`config.mk`:
```
export PLATFORM = sky130hd
export DESIGN_NAME = alu_arbiter
export DESIGN_NICKNAME = d
export VERILOG_FILES = /design/src/rtl/alu_arb_pkg.sv /design/src/rtl/rr_arb2.sv /design/src/rtl/alu_arbiter.sv
export SDC_FILE = /design/constraint.sdc
export NUM_CORES = 1
export LEC_CHECK = 0
export CAP_MARGIN = 0
export CORE_MARGIN = 4
export CORE_UTILIZATION = 37
export DETAILED_ROUTE_END_ITERATION = 8
export HOLD_SLACK_MARGIN = 0.15
export PLACE_DENSITY = 0.83
export SYNTH_ARGS = -nofsm -noshare
export SYNTH_HDL_FRONTEND = slang
export SYNTH_SLANG_ARGS = --single-unit
```
`constraint.sdc`:
```
create_clock -name clk -period 3.9 [get_ports clk]
set_clock_uncertainty 0.15 [all_clocks]
set_input_delay 0.78 -clock clk [delete_from_list [all_inputs] [get_ports clk]]
set_output_delay 0.78 -clock clk [all_outputs]
set_load 0.1 [all_outputs]
```
`src/rtl/alu_arb_pkg.sv`:
```
// alu_arb_pkg: FSM state and opcode constants shared by the ALU arbiter slice.
package alu_arb_pkg;
    typedef enum logic [1:0] {ST_IDLE = 2'd0, ST_ISSUE = 2'd1, ST_RESP = 2'd2} state_t;
    localparam logic [2:0] OP_ADD = 3'd0;
    localparam logic [2:0] OP_SUB = 3'd1;
endpackage

```
`src/rtl/rr_arb2.sv`:
```
// rr_arb2: 2-way arbiter, round-robin by default, fixed priority (r0 wins) when
// ALU_ARB_FIXED_PRIO_EN is defined.
module rr_arb2 (
    input  logic       clk,
    input  logic       rst,
    input  logic [1:0] req,
    input  logic       advance,
    output logic [1:0] grant,
    output logic       grant_id
);
`ifdef ALU_ARB_FIXED_PRIO_EN
    logic unused_fixed;
    assign unused_fixed = ^{clk, rst, advance};
    assign grant_id = !req[0] && req[1];
`else
    logic last_grant;
    always_ff @(posedge clk)
        if (rst) last_grant <= 1'b1;
        else if (advance) last_grant <= grant_id;
    assign grant_id = (req == 2'b11) ? !last_grant : req[1];
`endif
    assign grant = {req[1] && grant_id, req[0] && !grant_id};
endmodule

```
`src/rtl/alu_arbiter.sv`:
```
// alu_arbiter: shares one registered alu between two valid/ready requesters.
// Build option: ALU_ARB_FIXED_PRIO_EN selects fixed priority in rr_arb2.
module alu_arbiter
    import alu_arb_pkg::*;
#(
    parameter int n = 8
) (
    input  logic         clk,
    input  logic         rst,
    input  logic         r0_req_valid,
    output logic         r0_req_ready,
    input  logic [n-1:0] r0_a,
    input  logic [n-1:0] r0_b,
    input  logic [2:0]   r0_op,
    output logic         r0_resp_valid,
    input  logic         r0_resp_ready,
    input  logic         r1_req_valid,
    output logic         r1_req_ready,
    input  logic [n-1:0] r1_a,
    input  logic [n-1:0] r1_b,
    input  logic [2:0]   r1_op,
    output logic         r1_resp_valid,
    input  logic         r1_resp_ready,
    output logic [n-1:0] resp_sum,
    output logic         resp_o,
    output logic         resp_z,
    output logic         resp_n,
    output logic [n-1:0] alu_a,
    output logic [n-1:0] alu_b,
    output logic [2:0]   alu_op,
    output logic         alu_en,
    input  logic [n-1:0] alu_sum,
    input  logic         alu_o,
    input  logic         alu_z,
    input  logic         alu_n
);
    state_t state;
    logic [n-1:0] a_q, b_q;
    logic [2:0] op_q;
    logic id_q, idle, hs, grant_id;
    logic [1:0] grant;
    rr_arb2 u_arb (
        .clk      (clk),
        .rst      (rst),
        .req      ({r1_req_valid, r0_req_valid}),
        .advance  (hs),
        .grant    (grant),
        .grant_id (grant_id)
    );
    // ready is masked during reset so no command slips in while rst is held
    assign idle = (state == ST_IDLE) && !rst;
    assign hs = idle && |grant;
    assign r0_req_ready = idle && grant[0];
    assign r1_req_ready = idle && grant[1];
    always_ff @(posedge clk)
        if (rst) begin
            state <= ST_IDLE;
            a_q <= '0;
            b_q <= '0;
            op_q <= '0;
            id_q <= 1'b0;
        end else begin
            unique case (state)
                ST_IDLE:
                    if (hs) begin
                        a_q <= grant_id ? r1_a : r0_a;
                        b_q <= grant_id ? r1_b : r0_b;
                        op_q <= grant_id ? r1_op : r0_op;
                        id_q <= grant_id;
                        state <= ST_ISSUE;
                    end
                ST_ISSUE: state <= ST_RESP;
                ST_RESP: if (id_q ? r1_resp_ready : r0_resp_ready) state <= ST_IDLE;
                default: state <= ST_IDLE;
            endcase
        end
    assign alu_en = state == ST_ISSUE;
    assign alu_a = a_q;
    assign alu_b = b_q;
    assign alu_op = op_q;
    assign r0_resp_valid = (state == ST_RESP) && !id_q;
    assign r1_resp_valid = (state == ST_RESP) && id_q;
    assign resp_sum = alu_sum;
    assign resp_o = alu_o;
    assign resp_z = alu_z;
    assign resp_n = alu_n;
endmodule

```
* After elaboration in Yosys (flattened, before gate mapping)
Cells that the tools add are included. W data, S select, Z words.
Word-level totals: register bits after elaboration 23, bits of input ports 55, output and inout bits 35
Cells by class: equal/unequal tests 5, muxes and demuxes 8, reduce and logical (&&, ||, !) cells 16
Operators by type and width (count):
- $mux W8 | 2
- $logic_and A1 B1 Y1 | 8
- $pmux W2 S3 | 1
- $eq A2 B2 Y1 const B | 2
- $logic_not A1 Y1 | 4
- $mux W2 | 2
- $ne A2 B2 Y1 const B | 2
- $reduce_and A2 Y1 | 2
- $mux W3 | 1
- $eq A2 B1 Y1 const B | 1
- $logic_not A2 Y1 | 1
- $mux W1 | 2
- $reduce_or A2 Y1 | 1

* Logic depth before layout (Yosys ltp)
Gate-level depths: netlist of the first run.
depth in word-level cells 8, mapped depth 5, depth with buffers taken out 3

* Cells and area by module
A second synthesis of the first run with hierarchy kept.
Unflattened totals: cell total of the unflattened synthesis 125, area total of the unflattened synthesis 1213.7 sq um
By module, submodules not included:
- alu_arbiter | times used 1, cells an instance 118, area an instance 1148.6 sq um, seq. area each 440.4 sq um
- rr_arb2 | times used 1, cells an instance 7, area an instance 65.1 sq um, seq. area each 20.0 sq um

* Least setup slack after synthesis of the first run
Ideal clock, no wire load.
kind in2out, start point input rst, end point output r0_req_ready, data arrival time 2.796 ns, data required time 2.970 ns, slack 0.174 ns, stages on the path 4, buffers on the path 2, cells stage by stage buf_6 -> or4b_4 -> buf_6 -> nor2_1
On the way: cells in the longest elaborated chain, start to end 3
RTL lines:
- start, declared | RTL line alu_arbiter.sv:9 | input logic rst,
- $logic_not A1 Y1 | RTL line alu_arbiter.sv:51 | assign idle = (state == ST_IDLE) && !rst;
- $logic_and A1 B1 Y1 | RTL line alu_arbiter.sv:51
- $logic_and A1 B1 Y1 | RTL line alu_arbiter.sv:53 | assign r0_req_ready = idle && grant[0];
- end, declared | RTL line alu_arbiter.sv:11 | output logic r0_req_ready,
Every way passes these cells.

* Worst setup path after layout of the first run
start point input r1_req_valid, end point output r1_req_ready
On the way: cells in the longest elaborated chain, start to end 4
RTL lines:
- start, declared | RTL line alu_arbiter.sv:17 | input logic r1_req_valid,
- $eq A2 B2 Y1 | RTL line rr_arb2.sv:20 | assign grant_id = (req == 2'b11) ? !last_grant : req[1];
- $mux W1 | RTL line rr_arb2.sv:20
- $logic_and A1 B1 Y1 * | RTL line rr_arb2.sv:22 | assign grant = {req[1] && grant_id, req[0] && !grant_id};
- $logic_and A1 B1 Y1 * | RTL line alu_arbiter.sv:54 | assign r1_req_ready = idle && grant[1];
- end, declared | RTL line alu_arbiter.sv:18 | output logic r1_req_ready,
Mark *: on every way between the ends. The rest lies on a longest branch, timed or not.

==> results of run 1 <==
-- logic make-up (layout without fill, tap and decap cells) --
| group | count (synthesis) | after routing | synth area share |
|---|---|---|---|
| compound gates | 23 | 23 | 0.0963 |
| buf+inv | 27 | 78 | 0.138 |
| flops | 23 | 23 | 0.361 |
| mux | 1 | 1 | 0.00786 |
| simple gates | 74 | 74 | 0.397 |
-- worst paths after layout --
path	start	endpoint	slack (ns)	depth (start not counted)
max	r1_req_valid	r1_req_ready	0.60	5
min	alu_b[6]	alu_b[6]	0.37	2
max reg2reg	state[0]	alu_b[4]	2.03	4
min reg2reg	alu_b[6]	alu_b[6]	0.37	2
-- registers in the layout, indices dropped and copies added, names as in the netlist --
| register | count |
|---|---|
| alu_a | 8 |
| state | 2 |
| id_q | 1 |
| u_arb.last_grant | 1 |
| alu_b | 8 |
| alu_op | 3 |
-- power by group through the flow --
stage / sequential, mW / combinational, mW / clock [mW]
floorplan: 0.466 / 0.173 / 0
global placement: 0.285 / 0.421 / 0
detailed placement: 0.286 / 0.424 / 0
CTS: 0.281 / 0.425 / 0.113
global route: 0.284 / 0.440 / 0.124
finish: 0.280 / 0.422 / 0.109
-- area by class of cell --
cell class	count	share of cell area
sequential	23	0.240
inverter	1	0.00195
tap	46	0.0300
clock buffer	3	0.0117
multi-input combinational	98	0.334
timing repair buffer	73	0.380
clock inverter	1	0.00261
-- metrics by stage --
step | setup WS (ns) | power (mW) | util
6_report | 0.604 | 0.811 | 0.576
5_1_grt | 0.560 | 0.848 | 0.576
4_1_cts | 0.598 | 0.819 | 0.576
3_5_place_dp | 0.603 | 0.710 | 0.567
3_3_place_gp | 0.642 | 0.707 | 0.567
2_1_floorplan | 0.174 | 0.639 | -
-- placed cells by master, fill, tap and decap left out, types with 2 or more instances in the layout --
cell | synthesis | routed
nor2_1 | 5 | 5
clkbuf_4 | 0 | 3
nor3_1 | 19 | 19
and2_1 | 2 | 2
or2_2 | 2 | 2
a21oi_1 | 21 | 21
buf_4 | 12 | 8
clkdlybuf4s50_1 | 0 | 63
nor4_1 | 19 | 19
buf_12 | 0 | 2
dfxtp_1 | 23 | 23
nor3_2 | 19 | 19
nor2b_1 | 4 | 3
-- metal layers --
| layer | up-vias | track usage |
|---|---|---|
| li1 | 626 | - |
| met1 | 553 | 0.178 |
| met5 | - | 0 |
| met2 | 45 | 0.285 |
| met4 | 0 | 0.0152 |
| met3 | 2 | 0.0556 |
-- critical path, delay by kind of cell --
family	cells	cell delay, ns
and+or+nand+nor	3	0.90
buffers and inverters	2	0.69
==> results.cfg, run 1 <==
[placed_design]
portBuffers = 67
dp_hpwl_um = 2540
placedCellCount = 241
place.gp.congestion = 0.688
dpl_cell_area_um2 = 1890

[sta]
slew-limit-headroom = 0.337
fin_crit_sh = 0.845
setup_viol = 0
rsz0062_at_grt = false
drv_slew = 0
worstMarginPinSlew_ns = 0.991
clock.fmax_mhz = 303
hold_viol_final = 0
tns_ns = 0
fin_crit_ns = 3.30
holdWs_ns = 0.373

[run_status]
status = finished, final reports clean

[global_route]
grt_pass1_vias = 1138
grt_usage = 0.156
antenna_found_initial = 0
grt-ovfl-total = 0
grt_pass1_wl_um = 5350
grt_max_degree = 25

[yosys]
async_flop_share = 0
yosysMostFrequentCell = dfxtp_1
ys_top_cells_by_area = dfxtp_1 (36%), nor3_2 (15%), nor4_1 (9.3%), a21oi_1 (8.3%), nor3_1 (7.5%)
syn-cell-area_um2 = 1270
synthFlopType = dfxtp_1
avgSynthCellArea_um2 = 8.61
synth_top_area_frac = 0.361
syn_inst = 148
syn_nets = 203
ys_seq_area_frac = 0.361
ys_ff_latch = 23
synth-edff-count = 0
yosysWarningCount = 0
synth_commonest_cells = dfxtp_1 (23), a21oi_1 (21), nor3_1 (19), nor3_2 (19), nor4_1 (19)
ys_types = 21
yosysTopAreaCell = dfxtp_1

[die]
die_area_um2 = 4440
row_count = 21
start_util = 0.382
ioPinCount = 90
die_h_um = 66.7
coreArea_um2 = 3340
die_w_um = 66.7

[critical_path]
cp_slowest_cell = clkdlybuf4s50_1
worstPathCellList = clkdlybuf4s50_1, or3b_2, or2_0, nor2_1, buf_12
required_ns = 2.97
end_kind = primary output
criticalPathCategory = input pin to primary output
cp_slowest_stage_delay_ns = 0.48
critPathLaunchType = input pin
crit_arrival_ns = 2.37
cp_max_fo = 3

[drt]
wl_met3_um = 231
wl_met1_um = 1410
wl_per_cell_um = 14.0
drc = 0
drt_iter0_drc = 43
top_layer = met4
drt-pass1-iter-count = 4
vias_per_cell = 5.00
ant_nets = 0
route.met2.wl_um = 1780
drt-total-wl_um = 3430
via_count = 1226

[final_layout]
regArea_um2 = 460
layout-drive-gt1-share = 0.196
n_antenna_cell = 0
multi_input_area_um2 = 641
design_area_um2 = 1920
nFillCells = 326
nets = 255
area_growth_pct = 50.8
fin_cells = 245

[clock_tree]
cts.clk_slew.worst_paths_ns = 0.12
clk_latency_ns = 0.30
cts_made_buffers = 3
htree_num_levels = 1
cts_hold_buffers = 0
cts_tree = yes
clock-sinks = 23
postCtsSetupBuffers = 0
ctsResizeCount = 0
root_buffer = clkbuf_4
clock_path_buffers = 2

[power_and_ir_drop]
p_switching_mw = 0.380
ir_drop_mv = 0.317
power.density_nw_per_um2 = 422
seqPwrFrac = 0.346
clkPwrFrac = 0.134
p_comb_frac = 0.520
leakagePower_nw = 0.708
swShare = 0.469
p_int_mw = 0.431

[run]
maxCapViolations = 0

[worst_hold_path]
hold_path_class = register to register
(Power assumes the default switching activity.)
==> run 2: changes to the inputs <==
Settings changed: CORE_UTILIZATION 37 to 31, PLACE_DENSITY 0.83 to 0.74.
Clock period 3.9 ns to 3 ns, I/O delays scaled along.
==> run 2 against run 1 <==
  * Via count rose by 0.57%
  * Count of clock-buffer cells in the layout is the same
  * Largest cell class unchanged
  * Setup slack worse by 0.47 ns
==> results.cfg, run 2 (synthesized netlist as in run 1, its figures left out) <==
[run_status]
status = finished, final reports clean

[final_layout]
design_area_um2 = 1900
regArea_um2 = 460
layout-drive-gt1-share = 0.312
fin_cells = 249
multi_input_area_um2 = 648
nFillCells = 412
final_cell_mix = clkdlybuf4s50_1 (43), buf_4 (28), dfxtp_1 (23), a21oi_1 (21)
nets = 255
final_common_cell = clkdlybuf4s50_1
area_growth_pct = 49.3
n_antenna_cell = 0

[power_and_ir_drop]
p_int_mw = 0.591
p_comb_frac = 0.492
ir_drop_mv = 0.198
power.density_nw_per_um2 = 577
leakagePower_nw = 0.745
swShare = 0.461
clkPwrFrac = 0.174
seqPwrFrac = 0.333
p_switching_mw = 0.506

[run]
maxCapViolations = 0

[critical_path]
required_ns = 2.25
critPathLaunchType = input pin
cp_max_fo = 3
crit_arrival_ns = 2.12
worstPathCellList = clkdlybuf4s50_1, or3b_2, or2_0, nor2_2, buf_12
criticalPathCategory = input pin to primary output
cp_slowest_cell = clkdlybuf4s50_1
cp_slowest_stage_delay_ns = 0.49
end_kind = primary output

[die]
die_h_um = 72.1
coreArea_um2 = 4000
die_area_um2 = 5200
row_count = 23
ioPinCount = 90
start_util = 0.318
die_w_um = 72.1

[drt]
via_count = 1233
vias_per_cell = 4.95
drt-total-wl_um = 3780
drt-pass1-iter-count = 4
ant_nets = 0
drc = 0
wl_per_cell_um = 15.2
drt_iter0_drc = 49

[sta]
rsz0062_at_grt = false
hold_viol_final = 0
fin_crit_sh = 0.957
slew-limit-headroom = 0.652
drv_slew = 0
tns_ns = 0
setup_viol = 0
fin_crit_ns = 2.87
worstMarginPinSlew_ns = 0.521
clock.fmax_mhz = 348

[clock_tree]
clock_path_buffers = 2
clk_latency_ns = 0.26
clock-sinks = 23
htree_num_levels = 1
cts.clk_slew.worst_paths_ns = 0.09
root_buffer = clkbuf_8
cts_tree = yes
ctsResizeCount = 0
postCtsSetupBuffers = 0
cts_made_buffers = 3
cts_hold_buffers = 0

[placed_design]
portBuffers = 67
dpl_cell_area_um2 = 1860
place.gp.congestion = 0.736
placedCellCount = 245
dp_hpwl_um = 2670

[global_route]
antenna_found_initial = 0
grt-ovfl-total = 0
grt_usage = 0.141
grt_pass1_vias = 1213
grt_pass1_wl_um = 5890
grt_max_degree = 25

[worst_hold_path]
hold_path_class = register to register
==> run 2: final timing paths <==
| check | from | end | slack (ns) | depth (start not counted) |
|---|---|---|---|---|
| hold reg to reg | alu_b[5] | alu_b[5] | 0.37 | 2 |
| setup reg to reg | state[0] | u_arb.last_grant | 1.29 | 4 |
| setup / recovery | r1_req_valid | r1_req_ready | 0.13 | 5 |
| hold / removal | alu_b[5] | alu_b[5] | 0.37 | 2 |
==> run 2: layout make-up <==
cell class	instances	area share
repair buffers	73	0.358
multi-input cells	98	0.341
flip-flops and latches	23	0.242
well taps	50	0.0329
clock buffers	3	0.0217
clock inverters	1	0.00263
inverters	1	0.00197
==> run 2: critical path, delay by kind of cell <==
kind          cells  cell delay (ns)
simple gates      3             0.84
buf+inv           2             0.68
==> run 2: power groups by stage <==
| stage | logic, mW | registers [mW] | clock network [mW] |
|---|---|---|---|
| after detailed placement | 0.545 | 0.373 | 0 |
| final | 0.540 | 0.366 | 0.191 |
| after global placement | 0.540 | 0.372 | 0 |
| after global routing | 0.563 | 0.372 | 0.215 |
| after floorplan | 0.225 | 0.606 | 0 |
| after CTS | 0.545 | 0.366 | 0.200 |
==> run 2: through the flow <==
stage                      util  hold WS [ns]  total power, mW  setup WS (ns)
after CTS                 0.475         0.373             1.11          0.123
after detailed placement  0.464         0.362            0.917          0.134
after global routing      0.475         0.387             1.15         0.0790
after global placement    0.464         0.354            0.912          0.147
final                     0.475         0.370             1.10          0.130
after floorplan               -         0.439            0.831          0.106
==> run 2: routing by layer <==
layer,track usage,part of all wire,routed length [um]
met4,0.0480,0.0077,29
met5,0,0,0
met3,0.0263,0.065,247
met1,0.178,0.43,1610
met2,0.242,0.50,1890
